==> src/rtl/delaychain_meter.sv <==
// Launches an edge into every delay-chain lane and timestamps each lane's returning edge.
// Latency: stamp k means the echo was seen k clock edges after the launch edge (loopback = 1).
// Backpressure: none; start is accepted only in IDLE and ignored otherwise (no queueing).
module delaychain_meter #(
    parameter int WIDTH   = 8,
    parameter int CNT_W   = 12,
    parameter int TIMEOUT = 4095
) (
    input  logic                     clk,
    input  logic                     rst,
    input  logic                     start,
    input  logic                     abort,
    input  logic [WIDTH-1:0]         lane_mask,
    input  logic [WIDTH-1:0]         echo,
    output logic [WIDTH-1:0]         launch,
    output logic                     busy,
    output logic                     done,
    output logic                     timeout,
    output logic                     settle_err,
    output logic [WIDTH-1:0]         arrived,
    input  logic [$clog2(WIDTH)-1:0] rd_sel,
    output logic [CNT_W-1:0]         rd_stamp
);

    typedef enum logic [1:0] {
        IDLE    = 2'd0,
        SETTLE  = 2'd1,
        MEASURE = 2'd2,
        DONE    = 2'd3
    } state_t;

    localparam logic [CNT_W-1:0] TIMEOUT_C = CNT_W'(TIMEOUT);

    state_t           state;
    state_t           next_state;
    logic             level;
    logic [WIDTH-1:0] mask;
    logic [CNT_W-1:0] cnt;
    logic [CNT_W-1:0] stamp [WIDTH];

    logic [WIDTH-1:0] lvl_vec;
    logic [WIDTH-1:0] diff;
    logic [WIDTH-1:0] hit;
    logic [CNT_W-1:0] cnt_inc;
    logic             settled;
    logic             all_arr;
    logic             settle_to;
    logic             meas_to;

    // Lane comparison terms: a lane differs from the launched level once its edge returns.
    always_comb begin
        lvl_vec   = {WIDTH{level}};
        diff      = echo ^ lvl_vec;
        settled   = ((diff & mask) == '0);
        hit       = mask & ~arrived & diff;
        all_arr   = (((arrived | hit) & mask) == mask);
        cnt_inc   = cnt + CNT_W'(1);
        settle_to = (cnt == TIMEOUT_C);
        meas_to   = (cnt_inc == TIMEOUT_C);
    end

    // State register.
    always_ff @(posedge clk or posedge rst) begin
        if (rst) begin
            state <= IDLE;
        end else begin
            state <= next_state;
        end
    end

    // Next-state logic; abort overrides everything, including a coincident start.
    always_comb begin
        next_state = state;
        if (abort) begin
            next_state = IDLE;
        end else begin
            case (state)
                IDLE:    if (start) next_state = SETTLE;
                SETTLE:  if (settled || settle_to) next_state = (settled ? MEASURE : DONE);
                MEASURE: if (all_arr || meas_to) next_state = DONE;
                DONE:    next_state = IDLE;
                default: next_state = IDLE;
            endcase
        end
    end

    // Datapath: launch level, counter, per-lane arrival flags and stamps, sticky flags.
    always_ff @(posedge clk or posedge rst) begin
        if (rst) begin
            level      <= 1'b0;
            launch     <= '0;
            mask       <= '0;
            cnt        <= '0;
            timeout    <= 1'b0;
            settle_err <= 1'b0;
            arrived    <= '0;
            for (int i = 0; i < WIDTH; i++) stamp[i] <= '0;
        end else if (abort) begin
            // Launch holds where it is; the next run starts from that level.
            level      <= launch[0];
            cnt        <= '0;
            timeout    <= 1'b0;
            settle_err <= 1'b0;
            arrived    <= '0;
            for (int i = 0; i < WIDTH; i++) stamp[i] <= '0;
        end else begin
            case (state)
                IDLE: begin
                    if (start) begin
                        mask       <= lane_mask;
                        launch     <= lvl_vec;
                        cnt        <= '0;
                        timeout    <= 1'b0;
                        settle_err <= 1'b0;
                        arrived    <= '0;
                        for (int i = 0; i < WIDTH; i++) stamp[i] <= '0;
                    end
                end
                SETTLE: begin
                    if (settled) begin
                        cnt    <= '0;
                        launch <= ~lvl_vec;
                    end else if (settle_to) begin
                        settle_err <= 1'b1;
                        timeout    <= 1'b1;
                    end else begin
                        cnt <= cnt_inc;
                    end
                end
                MEASURE: begin
                    arrived <= arrived | hit;
                    for (int i = 0; i < WIDTH; i++) begin
                        if (hit[i]) stamp[i] <= cnt_inc;
                    end
                    if (!all_arr) begin
                        if (meas_to) timeout <= 1'b1;
                        else         cnt     <= cnt_inc;
                    end
                end
                DONE: begin
                    level <= ~level;
                end
                default: ;
            endcase
        end
    end

    // Status decode and readout mux.
    always_comb begin
        busy     = (state == SETTLE) || (state == MEASURE);
        done     = (state == DONE);
        rd_stamp = stamp[rd_sel];
    end

endmodule

==> config.mk <==
export PLATFORM = sky130hd
export DESIGN_NAME = delaychain_meter
export DESIGN_NICKNAME = d
export VERILOG_FILES = /design/src/rtl/delaychain_meter.sv
export SDC_FILE = /design/constraint.sdc
export NUM_CORES = 1
export LEC_CHECK = 0
export BUFFER_PORTS_ARGS = -buffer_cell sky130_fd_sc_hd__buf_2
export CAP_MARGIN = 5
export CORE_ASPECT_RATIO = 0.5
export CORE_MARGIN = 2
export CORE_UTILIZATION = 30
export CTS_CLUSTER_SIZE = 8
export DETAILED_ROUTE_END_ITERATION = 16
export PLACE_DENSITY_LB_ADDON = 0.08
export SLEW_MARGIN = 20
export SYNTH_ARGS = -nofsm -noshare
export SYNTH_HDL_FRONTEND = slang
export SYNTH_SLANG_ARGS = --single-unit
==> constraint.sdc <==
create_clock -name clk -period 5.93 [get_ports clk]
set_clock_uncertainty 0.2 [all_clocks]
set_input_delay 1.4825 -clock clk [delete_from_list [all_inputs] [get_ports clk]]
set_output_delay 1.4825 -clock clk [all_outputs]
set_load 0.01 [all_outputs]
==> summary.md <==
- **count of vias placed by the detailed router** 4528
- **area of the mapped netlist** 0.00684 sq mm
- **post-synthesis async set-or-reset flop share** 1.00
- **CTS tree** done
- **clock network fraction of design power** 0.361
- **RSZ-0062 raised after global routing** no
- **count of final max-slew check failures** 0
- **post-synthesis to final-layout area growth** 16.1%
- **final cycle utilization of the critical path** 0.771
- **remaining design rule violation count** 0
- **count of max-cap constraint violations** 0
- **part of the total power dissipated in combinational logic** 0.274
- **via-per-instance ratio** 5.00
- **proportion of layout cells with a drive suffix above 1** 0.416
- **WL/cell** 19.1 um
- **Worst setup SP type** input port
- **post-CTS resize count** 0
- **total placed instance area** 0.00738 sq mm
- **aggregate negative setup slack** 0 ps
- **detailed-route wire length** 17.3 mm
- **TritonCTS buffer count** 17
- **register share of total power** 0.366
- **post-synthesis register bit count** 130
- **maximum number of pins on one net before global-route repair** 131
- **Die ar.** 0.0241 sq mm
- **worst-case clock buffer depth** 2
- **cell leakage power** 3.71 nW
- **Total Routing Usage GR** 0.154
- **deepest level of the CTS H-tree** 4
- **category of the worst setup path capture point** output port
- **top post-synthesis cells by area** dfrtp_1 (48%), mux2_2 (19%), mux4_2 (7.9%), nor2_1 (2.7%), nand2_1 (1.5%)
- **die outline width** 217 um
- **critical path's largest stage delay** 530 ps
- **antenna violations before repair** 0
- **synthesized instance count** 547
- **endpoint arrival time on the critical path** 2890 ps
- **I/O pin total** 55
- **critical path's slowest cell** mux4_2
- **buffers inserted during post-CTS setup optimization** 0
- **CP Data Required Time** 4250 ps
- **initial core utilization** 0.311
- **Root Driver** clkbuf_16
- **min cycle time layout** 4570 ps
- **number of global-route vias before repair** 4681
- **final number of hold-violating endpoints** 0
- **syn_nets** 578
- **wire length of the first global-routing pass** 28.3 mm
- **transition at the pin with the smallest max-transition slack** 898 ps
- **share of the synthesized area in the top cell type** 0.476
- **number of synthesized flops with an enable pin** 0
- **average footprint of a synthesized cell** 12.5 sq um
- **critical path class** input port to output port
- **Placer Congestion** 0.777
- **post-synth cell types** 64
- **clock latency on the worst-skew pair** 420 ps
- **DRT antenna net count** 0
- **areal power density over the cells** 357 mW/mm^2
- **number of warnings reported in the yosys synthesis log** 0
- **highest fanout seen on the critical path** 11
- **Buffers on Ports** 54
- **diode count** 0
- **Layout Nets** 624
- **DRC marker count from the first detailed-route iteration** 243
- **cell breakdown of the critical path** buf_2, buf_4, mux4_2, mux2_2, buf_2
- **Layout fillers** 2176
- **maximum VDD drop** 0.183 mV
- **placed wire-length estimate after detailed placement** 11.1 mm
- **share of total power consumed by net switching** 0.349
- **count of TritonRoute iterations in the first routing pass** 4
- **row cnt** 38
- **Layout Cell Area excl Fill** 0.00794 sq mm
- **relative slew slack** 0.400
- **Core ar.** 0.0220 sq mm
- **height of the chip** 111 um
- **clock tree sinks** 130
- **internal power summed over all cells** 1.85 mW
- **Clk pin slew, worst setup/hold paths** 60 ps
- **top_reg_cell synth** dfrtp_1
- **hold crit path type** register to register
- **achievable frequency** 219 MHz
- **count of endpoints failing setup in the final report** 0
- **hold-fix buffers at CTS** 0
- **global-route congestion overflow total** 0
- **Crit path top cell by count** buf_2
- **sequential element share of the synthesized area** 0.476
- **run status** completed
- **dominant cell type by area after synthesis** dfrtp_1
- **net switching power figure** 990 uW
[cell families after synthesis]
| family | after synthesis | synth area share |
|---|---|---|
| AOI/OAI and AO/OA | 64 | 0.0758 |
| xor gates and xnor gates | 14 | 0.0190 |
| adders and majority gates | 8 | 0.0146 |
| buffers and inverters | 55 | 0.0388 |
| DFF | 130 | 0.476 |
| muxes | 144 | 0.277 |
| and+or+nand+nor | 132 | 0.0992 |
[cell type report]
type | count | area (sq um) | area share
clock buffer | 18 | 429 | 0.0541
clock inverter | 14 | 128 | 0.0161
inverter | 17 | 66.3 | 0.00836
multi-input combinational | 362 | 3320 | 0.418
sequential | 130 | 3250 | 0.410
tap | 300 | 375 | 0.0473
timing repair buffer | 65 | 365 | 0.0460
[path summary, 6_finish.rpt]
check / from / to / slack [ps] / cells past startpoint
min in group asynchronous: rst / mask[4] / 1010 / 3
hold / removal: stamp[19] / stamp[19] / 300 / 1
max in group asynchronous: rst / stamp[26] / 3930 / 3
hold reg to reg: stamp[19] / stamp[19] / 300 / 1
setup reg to reg: state[0] / cnt[7] / 2650 / 6
setup / recovery: rd_sel[0] / rd_stamp[1] / 1360 / 5
[per-layer routing]
| metal | up-vias | global-route usage | routed length, um |
|---|---|---|---|
| met5 | - | 0 | 0 |
| met4 | 0 | 0.0452 | 178 |
| met3 | 14 | 0.0321 | 467 |
| met2 | 68 | 0.227 | 7520 |
| met1 | 2346 | 0.226 | 9170 |
| li1 | 2100 | - | - |
[through the flow]
step	power (mW)	util	setup slack (ps)	hold WS, ps	instances
global route	3.00	0.360	1270	323	906
detailed placement	1.84	0.335	1330	290	874
finish	2.83	0.360	1360	302	906
CTS	2.88	0.360	1330	305	906
global placement	1.84	0.335	1340	287	874
floorplan	1.59	-	778	275	547
[power by group through the flow]
| stage | logic (mW) | registers [mW] | clock network, mW |
|---|---|---|---|
| after CTS | 0.789 | 1.04 | 1.05 |
| after global placement | 0.789 | 1.06 | 0 |
| final | 0.775 | 1.04 | 1.02 |
| after floorplan | 0.573 | 1.02 | 0 |
| after global routing | 0.859 | 1.05 | 1.09 |
| after detailed placement | 0.788 | 1.05 | 0 |
[sequential cells by signal, indices dropped and copies added, names as in the netlist]
register and count:
level 1, mask 8, arrived 8, settle_err 1, launch 1, cnt 12, timeout 1, state 2
stamp 96
[synth_stat cells (3+ instances only)]
cell type  number
a221o_1         6
buf_2           8
mux4_2         24
a22oi_1         4
nor2_1         49
nand4_1         3
nor3_1          9
dfrtp_1       130
nor2b_1         4
xor2_1          9
inv_1          15
ha_1            8
xnor2_1         4
buf_6           3
o32ai_1         4
o22ai_1         4
clkbuf_1       16
a21oi_1        10
nand2b_1       13
mux2_2        117
nand2_1        27
buf_4           7
a31oi_1         3
o2bb2ai_1       7
nand3_1         8
mux2_1          3
buf_1           4
[placed cells by master (no fill, tap or decap), types with 13 or more instances in the layout]
master | synthesis | final
dfrtp_1 | 130 | 130
mux2_2 | 117 | 117
buf_2 | 8 | 54
nor2_1 | 49 | 49
nand2_1 | 27 | 27
mux4_2 | 24 | 24
clkbuf_16 | 0 | 17
inv_1 | 15 | 14
nand2b_1 | 13 | 13
[worst max-delay path: cells and delay by family]
kind	cells	cell delay, ps
buffers and inverters	3	570
muxes	2	830
No activity file was read; power rests on OpenSTA's default activity.
